==> config.mk <==
export PLATFORM = sky130hd
export DESIGN_NAME = maxpool_relu_flat
export DESIGN_NICKNAME = d
export VERILOG_FILES = /design/src/rtl/maxpool_relu_pkg.sv /design/src/rtl/maxpool_relu_if.sv /design/src/rtl/maxpool_lane.sv /design/src/rtl/maxpool_relu.sv /design/src/flat_wrapper.sv
export SDC_FILE = /design/constraint.sdc
export NUM_CORES = 1
export LEC_CHECK = 0
export CAP_MARGIN = 20
export CORE_MARGIN = 10
export CORE_UTILIZATION = 45
export DETAILED_ROUTE_END_ITERATION = 7
export PLACE_DENSITY = 0.74
export REMOVE_ABC_BUFFERS = 1
export SETUP_SLACK_MARGIN = 0.4
export SLEW_MARGIN = 0
export SYNTH_ARGS = -nofsm -noshare
export SYNTH_HDL_FRONTEND = slang
export SYNTH_SLANG_ARGS = --single-unit
==> constraint.sdc <==
create_clock -name clk -period 11.1 [get_ports clk]
set_input_delay 2.22 -clock clk [delete_from_list [all_inputs] [get_ports clk]]
set_output_delay 2.22 -clock clk [all_outputs]
set_load 0.01 [all_outputs]
==> src/rtl/maxpool_relu_pkg.sv <==
// Shared constants, sample type and signed compare helpers for the 2x2 max-pool + ReLU stage.
package maxpool_relu_pkg;

    localparam int CONV_BIT    = 12;
    localparam int IN_WIDTH    = 24;
    localparam int IN_HEIGHT   = 24;
    localparam int POOL_WIDTH  = IN_WIDTH / 2;
    localparam int POOL_HEIGHT = IN_HEIGHT / 2;
    localparam int COL_W       = $clog2(IN_WIDTH);
    localparam int ROW_W       = $clog2(IN_HEIGHT);
    localparam int POOL_IDX_W  = $clog2(POOL_WIDTH);

    typedef logic signed [CONV_BIT-1:0] sample_t;

    function automatic sample_t max2(input sample_t a, input sample_t b);
        sample_t r;
        if (a > b) begin
            r = a;
        end else begin
            r = b;
        end
        return r;
    endfunction

    function automatic sample_t relu(input sample_t a);
        sample_t r;
        if (a[CONV_BIT-1]) begin
            r = {CONV_BIT{1'b0}};
        end else begin
            r = a;
        end
        return r;
    endfunction

endpackage

==> src/rtl/maxpool_relu_if.sv <==
// Conv-stage sample stream in, pooled valid-qualified stream out.
interface maxpool_relu_if;
    import maxpool_relu_pkg::*;

    logic    valid_in;
    sample_t conv_in_1;
    sample_t conv_in_2;
    sample_t conv_in_3;
    sample_t max_value_1;
    sample_t max_value_2;
    sample_t max_value_3;
    logic    valid_out_relu;

    modport master (
        output valid_in, conv_in_1, conv_in_2, conv_in_3,
        input  max_value_1, max_value_2, max_value_3, valid_out_relu
    );

    modport slave (
        input  valid_in, conv_in_1, conv_in_2, conv_in_3,
        output max_value_1, max_value_2, max_value_3, valid_out_relu
    );

endinterface

==> src/rtl/maxpool_lane.sv <==
// One channel of 2x2 max pooling: horizontal pair hold, half-row buffer, final compare and ReLU.
module maxpool_lane
    import maxpool_relu_pkg::*;
#(
    parameter int POOL_WIDTH = maxpool_relu_pkg::POOL_WIDTH,
    parameter int IDX_W      = maxpool_relu_pkg::POOL_IDX_W
) (
    input  logic             clk,
    input  logic             rst,
    input  logic             beat,
    input  logic             col_odd,
    input  logic             row_odd,
    input  logic [IDX_W-1:0] idx,
    input  sample_t          sample,
    output sample_t          max_value
);

    sample_t hold_r;
    sample_t max_r;
    sample_t line_r [POOL_WIDTH];
    sample_t pair_s;
    sample_t quad_s;

    // Pair max of the current two columns, then fold in the stored upper-row pair.
    always_comb begin
        pair_s = max2(hold_r, sample);
        quad_s = max2(line_r[idx], pair_s);
    end

    // Hold register and registered ReLU result.
    always_ff @(posedge clk) begin
        if (rst) begin
            hold_r <= {CONV_BIT{1'b0}};
            max_r  <= {CONV_BIT{1'b0}};
        end else begin
            if (beat && !col_odd) begin
                hold_r <= sample;
            end
            if (beat && col_odd && row_odd) begin
                max_r <= relu(quad_s);
            end
        end
    end

    // Half-row buffer: written on even rows, consumed on the next odd row, so no reset needed.
    always_ff @(posedge clk) begin
        if (beat && col_odd && !row_odd) begin
            line_r[idx] <= pair_s;
        end
    end

    assign max_value = max_r;

endmodule

==> src/rtl/maxpool_relu.sv <==
// 2x2 stride-2 max pooling with ReLU over three channels; shared raster counters drive three lanes.
module maxpool_relu #(
    parameter int IN_WIDTH  = maxpool_relu_pkg::IN_WIDTH,
    parameter int IN_HEIGHT = maxpool_relu_pkg::IN_HEIGHT
) (
    input logic           clk,
    input logic           rst,
    maxpool_relu_if.slave bus
);
    import maxpool_relu_pkg::*;

    localparam int CW = $clog2(IN_WIDTH);
    localparam int RW = $clog2(IN_HEIGHT);
    localparam int PW = IN_WIDTH / 2;
    localparam int IW = CW - 1;

    logic [CW-1:0] col_r;
    logic [RW-1:0] row_r;
    logic          valid_out_r;
    logic          col_odd_s;
    logic          row_odd_s;
    logic          last_col_s;
    logic          last_row_s;
    logic [IW-1:0] idx_s;
    sample_t       conv_s [3];
    sample_t       max_s  [3];

    // Phase decode broadcast to every lane.
    always_comb begin
        col_odd_s  = col_r[0];
        row_odd_s  = row_r[0];
        last_col_s = (col_r == CW'(IN_WIDTH - 1));
        last_row_s = (row_r == RW'(IN_HEIGHT - 1));
        idx_s      = col_r[CW-1:1];
        conv_s[0]  = bus.conv_in_1;
        conv_s[1]  = bus.conv_in_2;
        conv_s[2]  = bus.conv_in_3;
    end

    // Raster position counters and the output strobe.
    always_ff @(posedge clk) begin
        if (rst) begin
            col_r       <= {CW{1'b0}};
            row_r       <= {RW{1'b0}};
            valid_out_r <= 1'b0;
        end else begin
            valid_out_r <= bus.valid_in && col_odd_s && row_odd_s;
            if (bus.valid_in) begin
                if (last_col_s) begin
                    col_r <= {CW{1'b0}};
                    if (last_row_s) begin
                        row_r <= {RW{1'b0}};
                    end else begin
                        row_r <= row_r + RW'(1);
                    end
                end else begin
                    col_r <= col_r + CW'(1);
                end
            end
        end
    end

    for (genvar i = 0; i < 3; i++) begin : g_lane
        maxpool_lane #(
            .POOL_WIDTH (PW),
            .IDX_W      (IW)
        ) u_lane (
            .clk       (clk),
            .rst       (rst),
            .beat      (bus.valid_in),
            .col_odd   (col_odd_s),
            .row_odd   (row_odd_s),
            .idx       (idx_s),
            .sample    (conv_s[i]),
            .max_value (max_s[i])
        );
    end

    assign bus.max_value_1    = max_s[0];
    assign bus.max_value_2    = max_s[1];
    assign bus.max_value_3    = max_s[2];
    assign bus.valid_out_relu = valid_out_r;

endmodule

==> src/flat_wrapper.sv <==
// flat-port wrapper written by rule: the top's interface ports become plain ports
module maxpool_relu_flat import maxpool_relu_pkg::*;
#(
    parameter int IN_WIDTH  = maxpool_relu_pkg::IN_WIDTH,
    parameter int IN_HEIGHT = maxpool_relu_pkg::IN_HEIGHT
)
  (clk, rst, bus_valid_in, bus_conv_in_1, bus_conv_in_2, bus_conv_in_3, bus_max_value_1, bus_max_value_2, bus_max_value_3, bus_valid_out_relu);
  maxpool_relu_if bus_i ();
  input logic clk;
  input logic rst;
  input wire logic [$bits(bus_i.valid_in)-1:0] bus_valid_in;
  input wire logic [$bits(bus_i.conv_in_1)-1:0] bus_conv_in_1;
  input wire logic [$bits(bus_i.conv_in_2)-1:0] bus_conv_in_2;
  input wire logic [$bits(bus_i.conv_in_3)-1:0] bus_conv_in_3;
  output wire logic [$bits(bus_i.max_value_1)-1:0] bus_max_value_1;
  output wire logic [$bits(bus_i.max_value_2)-1:0] bus_max_value_2;
  output wire logic [$bits(bus_i.max_value_3)-1:0] bus_max_value_3;
  output wire logic [$bits(bus_i.valid_out_relu)-1:0] bus_valid_out_relu;
  assign bus_i.valid_in = bus_valid_in;
  assign bus_i.conv_in_1 = bus_conv_in_1;
  assign bus_i.conv_in_2 = bus_conv_in_2;
  assign bus_i.conv_in_3 = bus_conv_in_3;
  assign bus_max_value_1 = bus_i.max_value_1;
  assign bus_max_value_2 = bus_i.max_value_2;
  assign bus_max_value_3 = bus_i.max_value_3;
  assign bus_valid_out_relu = bus_i.valid_out_relu;
  maxpool_relu #(.IN_WIDTH(IN_WIDTH), .IN_HEIGHT(IN_HEIGHT)) u_core (.clk(clk), .rst(rst), .bus(bus_i));
endmodule
* Word-level counts from Yosys, hierarchy flattened *
Memories as Yosys holds them, arrays and structs flattened. A register that Yosys moved wholly into a read port is not among the register bits.
Index checks and enable logic that the tools add are counted.

cells by class
  add/sub/neg operators = 2
  order comparisons = 6
  equality and inequality tests = 2
  multiplexer cells = 19
  reductions and logical operators = 7

operator list
  cell                   number
  $gt A12 B12 Y1         6
  $mux W12               6
  $mux W11               3
  $mux W4                6
  $add A5 B1 Y5 const B  2
  $eq A5 B5 Y1 const B   2
  $mux W5                2
  $logic_and A1 B1 Y1    4
  $logic_not A1 Y1       2
  $mux W1                2
  $reduce_and A2 Y1      1

storage, ports and cells
  register bits after elaboration = 83
  bits in writable memories = 432
  output and inout bits = 37
  memories = 3

memories
  name                            words  width  read ports  clocked after Yosys merged registers in  write ports  line                text
  u_core.g_lane[0].u_lane.line_r  12     12     1           1                                        1            maxpool_lane.sv:20  sample_t line_r [POOL_WIDTH];
  u_core.g_lane[1].u_lane.line_r  12     12     1           1                                        1            maxpool_lane.sv:20
  u_core.g_lane[2].u_lane.line_r  12     12     1           1                                        1            maxpool_lane.sv:20

* Depth between registers and ports, before layout *
  depth after elaboration = 5
  gate-level depth with buffers = 23
  gate-level depth less buffers = 19

* Hierarchy *
A second synthesis with hierarchy kept.

second synthesis, totals
  cells, all modules = 1501
  area, all modules = 22491.6 µm²

by module, submodules not included
  module                                      instances  cells each  area an instance (µm²)
  maxpool_lane (u_core.g_lane[1].u_lane ...)  2          462         7214.4
  maxpool_lane (u_core.g_lane[0].u_lane)      1          521         7553.5
  maxpool_relu                                1          56          509.2

* Least setup slack after synthesis *
Ideal clock, no wire load.

  path kind = in2reg
  start = input port bus_conv_in_1[2]
  end = register u_core.g_lane[0].u_lane.max_r[0]
  arrival = 6.578 ns
  data required time = 10.978 ns
  setup slack = 4.400 ns
  cell stages on the path = 17
  buffers on the path = 2
  cells stage by stage = inv_1 > ha_1 > a21oi_1 > o221ai_2 > a221oi_4 > a311oi_4 > clkbuf_1 > o21ai_0 > inv_1 > ha_1 > nand4_1 > a311o_1 > o41ai_2 > nor4_1 > o311a_1 > buf_2 > a221o_1

between the ends
  longest elaborated chain between the ends = 5

RTL lines
  element                                line                    text
  from (decl)                            flat_wrapper.sv:12      input wire logic [$bits(bus_i.conv_in_1)-1:0] bus_conv_in_1;
  $gt A12 B12 Y1                         maxpool_relu_pkg.sv:17  if (a > b) begin
  $mux W12                               maxpool_relu_pkg.sv:17
  net u_core.g_lane[0].u_lane.pair_s[9]  maxpool_lane.sv:21      sample_t pair_s;
  $gt A12 B12 Y1                         maxpool_relu_pkg.sv:17
  $mux W12                               maxpool_relu_pkg.sv:17
  $mux W11                               maxpool_relu_pkg.sv:27  if (a[CONV_BIT-1]) begin
  to (signal assigned)                   maxpool_lane.sv:34      max_r <= {CONV_BIT{1'b0}};
  to (signal assigned)                   maxpool_lane.sv:40      max_r <= relu(quad_s);
  to (decl)                              maxpool_lane.sv:19      sample_t max_r;

The timed path passes the listed nets, and every way through them passes these cells.
A chain may end at the register's enable or synchronous reset.

* Worst setup path in the final report *
  start = input port bus_conv_in_1[11]
  end = register u_core.g_lane[0].u_lane.max_r[8]

between the ends
  longest elaborated chain between the ends = 5

RTL lines
  element                                 line
  $gt A12 B12 Y1                          maxpool_relu_pkg.sv:17
  $mux W12 (*)                            maxpool_relu_pkg.sv:17
  net u_core.g_lane[0].u_lane.pair_s[11]  maxpool_lane.sv:21
  $gt A12 B12 Y1                          maxpool_relu_pkg.sv:17
  $mux W12 (*)                            maxpool_relu_pkg.sv:17
  $mux W11 (*)                            maxpool_relu_pkg.sv:27

Mark *: on every way through the listed nets, which the timed path passes. The rest lies on a longest branch.

==> results.md <==
Clock tree:
- The number of instances resized during post-cts repair is 0.
- The clock tree from TritonCTS is yes.
- The clock tree buffer depth is 3.
- The tree is rooted in a clkbuf_16.
- After clock tree synthesis, the flow added hold-fix buffers numbering 0.
- After clock tree synthesis, the setup repair step added 0 buffers.
- The number of buffers added by the clock tree synthesis step is 49.
- The H-tree generated during clock tree synthesis spans 2 levels.
- The number of clock sinks seen by CTS is 516.
- For the worst-skew pair, the clock arrives at the later sink with an insertion delay of 0.58 ns.
- Clock-pin slew was measured on the worst setup and hold paths at 0.06 ns.

Setup path:
- The largest driver fanout on the critical path is 19.
- For the worst flop-to-flop path, the logic depth is 14.
- The critical path's top delay family is compound AO/OA/AOI/OAI gates.
- In this run the number of cells on the critical path is 16.
- The largest stage delay on the critical path is 0.83 ns.
- Walking the worst path, the cells encountered are clkdlybuf4s50_1 -> inv_1 -> ha_1 -> nand4_4 -> nand2b_1 -> a311oi_4 -> nand2_1 -> o21ai_1 -> inv_1 -> ha_1 -> nand4_1 -> a311o_1 -> o21ba_2 -> nor4_2 -> o311a_1 -> a221o_1.
- The critical path in this run is classified as in -> reg.
- The buffer and inverter count on the worst path is 3.
- STA classifies the critical path endpoint as a register.
- The worst path arrival time is 8.14 ns.
- The startpoint kind of the worst setup timing path is a primary input.
- The data required time of the worst path is 11.60 ns.
- The slowest library cell on the worst path is nor4_2.

Pwr:
- The ratio of total power to cell area is 166 nW/um^2.
- The switching share of power is 0.226.
- The share of total power dissipated in sequential elements is 0.511.
- The share of total power dissipated in the clock network is 0.406.
- Summed over all nets, the switching power comes to 955 uW.
- The design draws 4.23 mW.
- The share of total power dissipated in combinational logic is 0.083.
- The largest voltage drop on the vdd net is 130 uV.
- The internal power is 3.28 mW.
- Summed over all cells, the static leakage comes to 8.44 nW.

Layout:
- From synthesis to final layout, the design area changed by 14.7%.
- Once layout is done, the placed cells without fillers occupy 25500 sq um.
- Leaving out fill and tap cells, the most frequent cell in the layout is edfxtp_1.
- The number of fill cells in the layout is 3872.
- The number of inserted diodes is 0.
- The multi-input combinational cells in the finished layout cover a total of 7090 sq um.
- In the final layout, flip-flops and latches occupy 14700 sq um.
- In the layout the commonest cells are edfxtp_1 (432), nand2_1 (156), mux4_2 (98).
- The final standard cell count with taps included and fillers excluded is 2270.
- The layout net count is 1669.
- In the final layout, the share of cells above drive strength 1 is 0.159.
- At the end of the flow the core is filled with cells to 0.522.

Timing:
- The time the final worst path needs with I/O delays and setup is 7.63 ns.
- Setup repair after global routing left no endpoint under its margin.
- The final worst slack is 3.47 ns.
- The final hold violation count is 0.
- The worst slew margin relative to its limit is 0.329.
- Setup violations remaining at the end of the flow were counted as 0.
- At the pin with the least slew margin, the transition time is 1.01 ns.
- Dividing the final minimum period by the clock period gives 0.688.
- Adding up every negative setup slack in the final design gives 0 ns.
- The setup clock skew after layout is 0.0229 ns.
- The peak clock frequency supported by timing is 0.131 GHz.
- The max-slew violation count is 0.
- The worst hold margin is 0.478 ns.

Logic synthesis:
- The most used flip-flop cell after synthesis is edfxtp_1.
- The async set or reset register ratio after synthesis is 0.
- The synthesized design contains 516 register bits.
- Of the total synthesized cell area, the portion taken by full adders, half adders and majority gates is 0.0379.
- After synthesis, the share of cell area in mux cells is 0.127.
- The mapped netlist covers 22300 sq um.
- After technology mapping, the gate count stands at 1484.
- Of all cell types, the one taking the most synthesized area is edfxtp_1.
- The number of distinct library cells after synthesis is 73.
- The share of the synthesized area in the top cell type is 0.583.
- After synthesis, the largest family of logic cells by area is multiplexers.
- The share of the yosys chip area belonging to registers is 0.658.
- For this run, the number of Yosys warnings is 0.
- The average instance in the mapped netlist occupies 15.0 sq um.
- Yosys attributes the largest share of cell area to edfxtp_1 (58%), mux4_2 (9.9%), dfxtp_1 (7.6%).
- Yosys mapped a number of flops with a built-in enable equal to 432.
- The post-synthesis compound-gate area fraction is 0.0744.
- The post-synthesis share of cell area spent on xor and xnor gates is 0.00197.
- Of the total synthesized cell area, the portion taken by AND, OR, NAND and NOR gates is 0.0721.

GRT:
- The first global-routing pass estimated 79.5 mm of wire.
- The number of global-route vias before repair is 13700.
- The number of antenna violations at the first check in global routing came to 0.
- The sum of overflow across all layers after global routing is 0.
- The all-layer global routing usage is 0.171.
- The largest net degree at the start of global routing is 107.

Die:
- The starting density of the core is 0.455.
- Pin placement for this block handled 76 I/O pins.
- The floorplan step set the die height to 242 microns.
- After floorplanning, the core was divided into 81 placement rows.
- The core area is 49000 sq um.
- Measured along the x axis, the die boundary spans 242 microns.
- The die area is 58800 sq um.

Detailed routing:
- The detailed-route vias per instance is 5.83.
- The final antenna-violating net count is 0.
- The detail-routed net length per standard cell is 22.7 microns.
- The number of DRC violations after detailed-routing iteration 0 is 1076.
- Wires add up to 51.5 mm.
- The routed layout has 13200 vias.
- The first-pass iteration count of the detailed router is 5.
- The residual DRC count is 0.

Outcome:
- The run finished with clean final reports.

Placed design:
- The worst-case setup slack after placement is 2.82 ns.
- In this run the tool buffered the top-level ports with 72 buffer cells.
- The number of placed instances, taps included is 2177.
- Detailed placement ended at an HPWL of 30.2 mm.
- The placed instances occupy a cell area of 23800 sq um.
- The routability-driven placement congestion ratio is 0.888.

Run:
- Across the run, the number of max-cap violations was 0.

Hold path:
- The worst hold path passes through 2 cells.
- The min-delay analysis places its worst path in the category reg -> reg.
==> registers in the layout, indices dropped and copies added (netlist names), named ones only <==
register,count
u_core.col_r,5
u_core.g_lane.u_lane.line_r,432
u_core.bus.valid_out_relu,1
u_core.g_lane.u_lane.max_value,33
u_core.row_r,5
u_core.g_lane.u_lane.hold_r,36
==> power groups by stage <==
| stage | sequential, mW | clock, mW | combinational [mW] |
|---|---|---|---|
| 4_1_cts | 2.16 | 1.74 | 0.347 |
| 2_1_floorplan | 2.21 | 0 | 0.224 |
| 3_3_place_gp | 2.20 | 0 | 0.330 |
| 3_5_place_dp | 2.21 | 0 | 0.344 |
| 5_1_grt | 2.16 | 1.82 | 0.387 |
| 6_report | 2.16 | 1.72 | 0.350 |
==> synthesized netlist by cell type, drive strengths merged (4+ instances only) <==
master     n
a2111oi    6
a211oi     4
a21o       5
a21oi     86
a221o     12
a22oi      8
a31oi      6
and3       4
buf       35
clkbuf    39
dfxtp     84
edfxtp   432
ha        65
inv       80
mux2      10
mux2i     50
mux4      98
nand2    156
nand2b    22
nand3     16
nand4     16
nor2      60
nor2b     16
nor3       8
nor3b      4
nor4      16
o211ai    10
o21a       9
o21ai     40
o221ai    12
o31ai      8
o32ai      7
or3        8
xor2       4
==> per-layer routing <==
metal	vias to the layer above	routed length [microns]	global-route usage	part of all wire
li1	5915	-	-	-
met1	6611	21000	0.222	0.41
met2	604	25400	0.290	0.49
met3	109	3680	0.0255	0.072
met4	0	1450	0.0577	0.028
met5	-	0	0	0
==> final timing paths <==
kind,from,end,slack [ns]
max,bus_conv_in_1[11],u_core.g_lane[0].u_lane.max_value[8],3.47
min,u_core.g_lane[0].u_lane.hold_r[2],u_core.g_lane[0].u_lane.hold_r[2],0.48
max reg2reg,u_core.g_lane[0].u_lane.hold_r[11],u_core.g_lane[0].u_lane.max_value[8],5.31
min reg2reg,u_core.g_lane[0].u_lane.hold_r[2],u_core.g_lane[0].u_lane.hold_r[2],0.48
==> final cells by class <==
type,count,area share
inverter,81,0.0119
tap,664,0.0325
timing repair buffer,102,0.0376
clock inverter,35,0.0145
clock buffer,57,0.0516
multi-input combinational,815,0.278
sequential,516,0.574
==> kinds of logic after synthesis <==
kind of cell	Yosys count
flops	516
simple gates	340
compound gates	241
mux	158
buf+inv	155
other cells	1
xor+xnor	5
fa+ha+maj	68
==> worst min-delay path: cells and delay by family, from the launching register on <==
kind	cells	cell delay (ns)
flip-flops	1	0.32
AO/OA/AOI/OAI	1	0.05
AND/OR/NAND/NOR	1	0.06
Note: power is estimated with default switching activity, not from simulation.
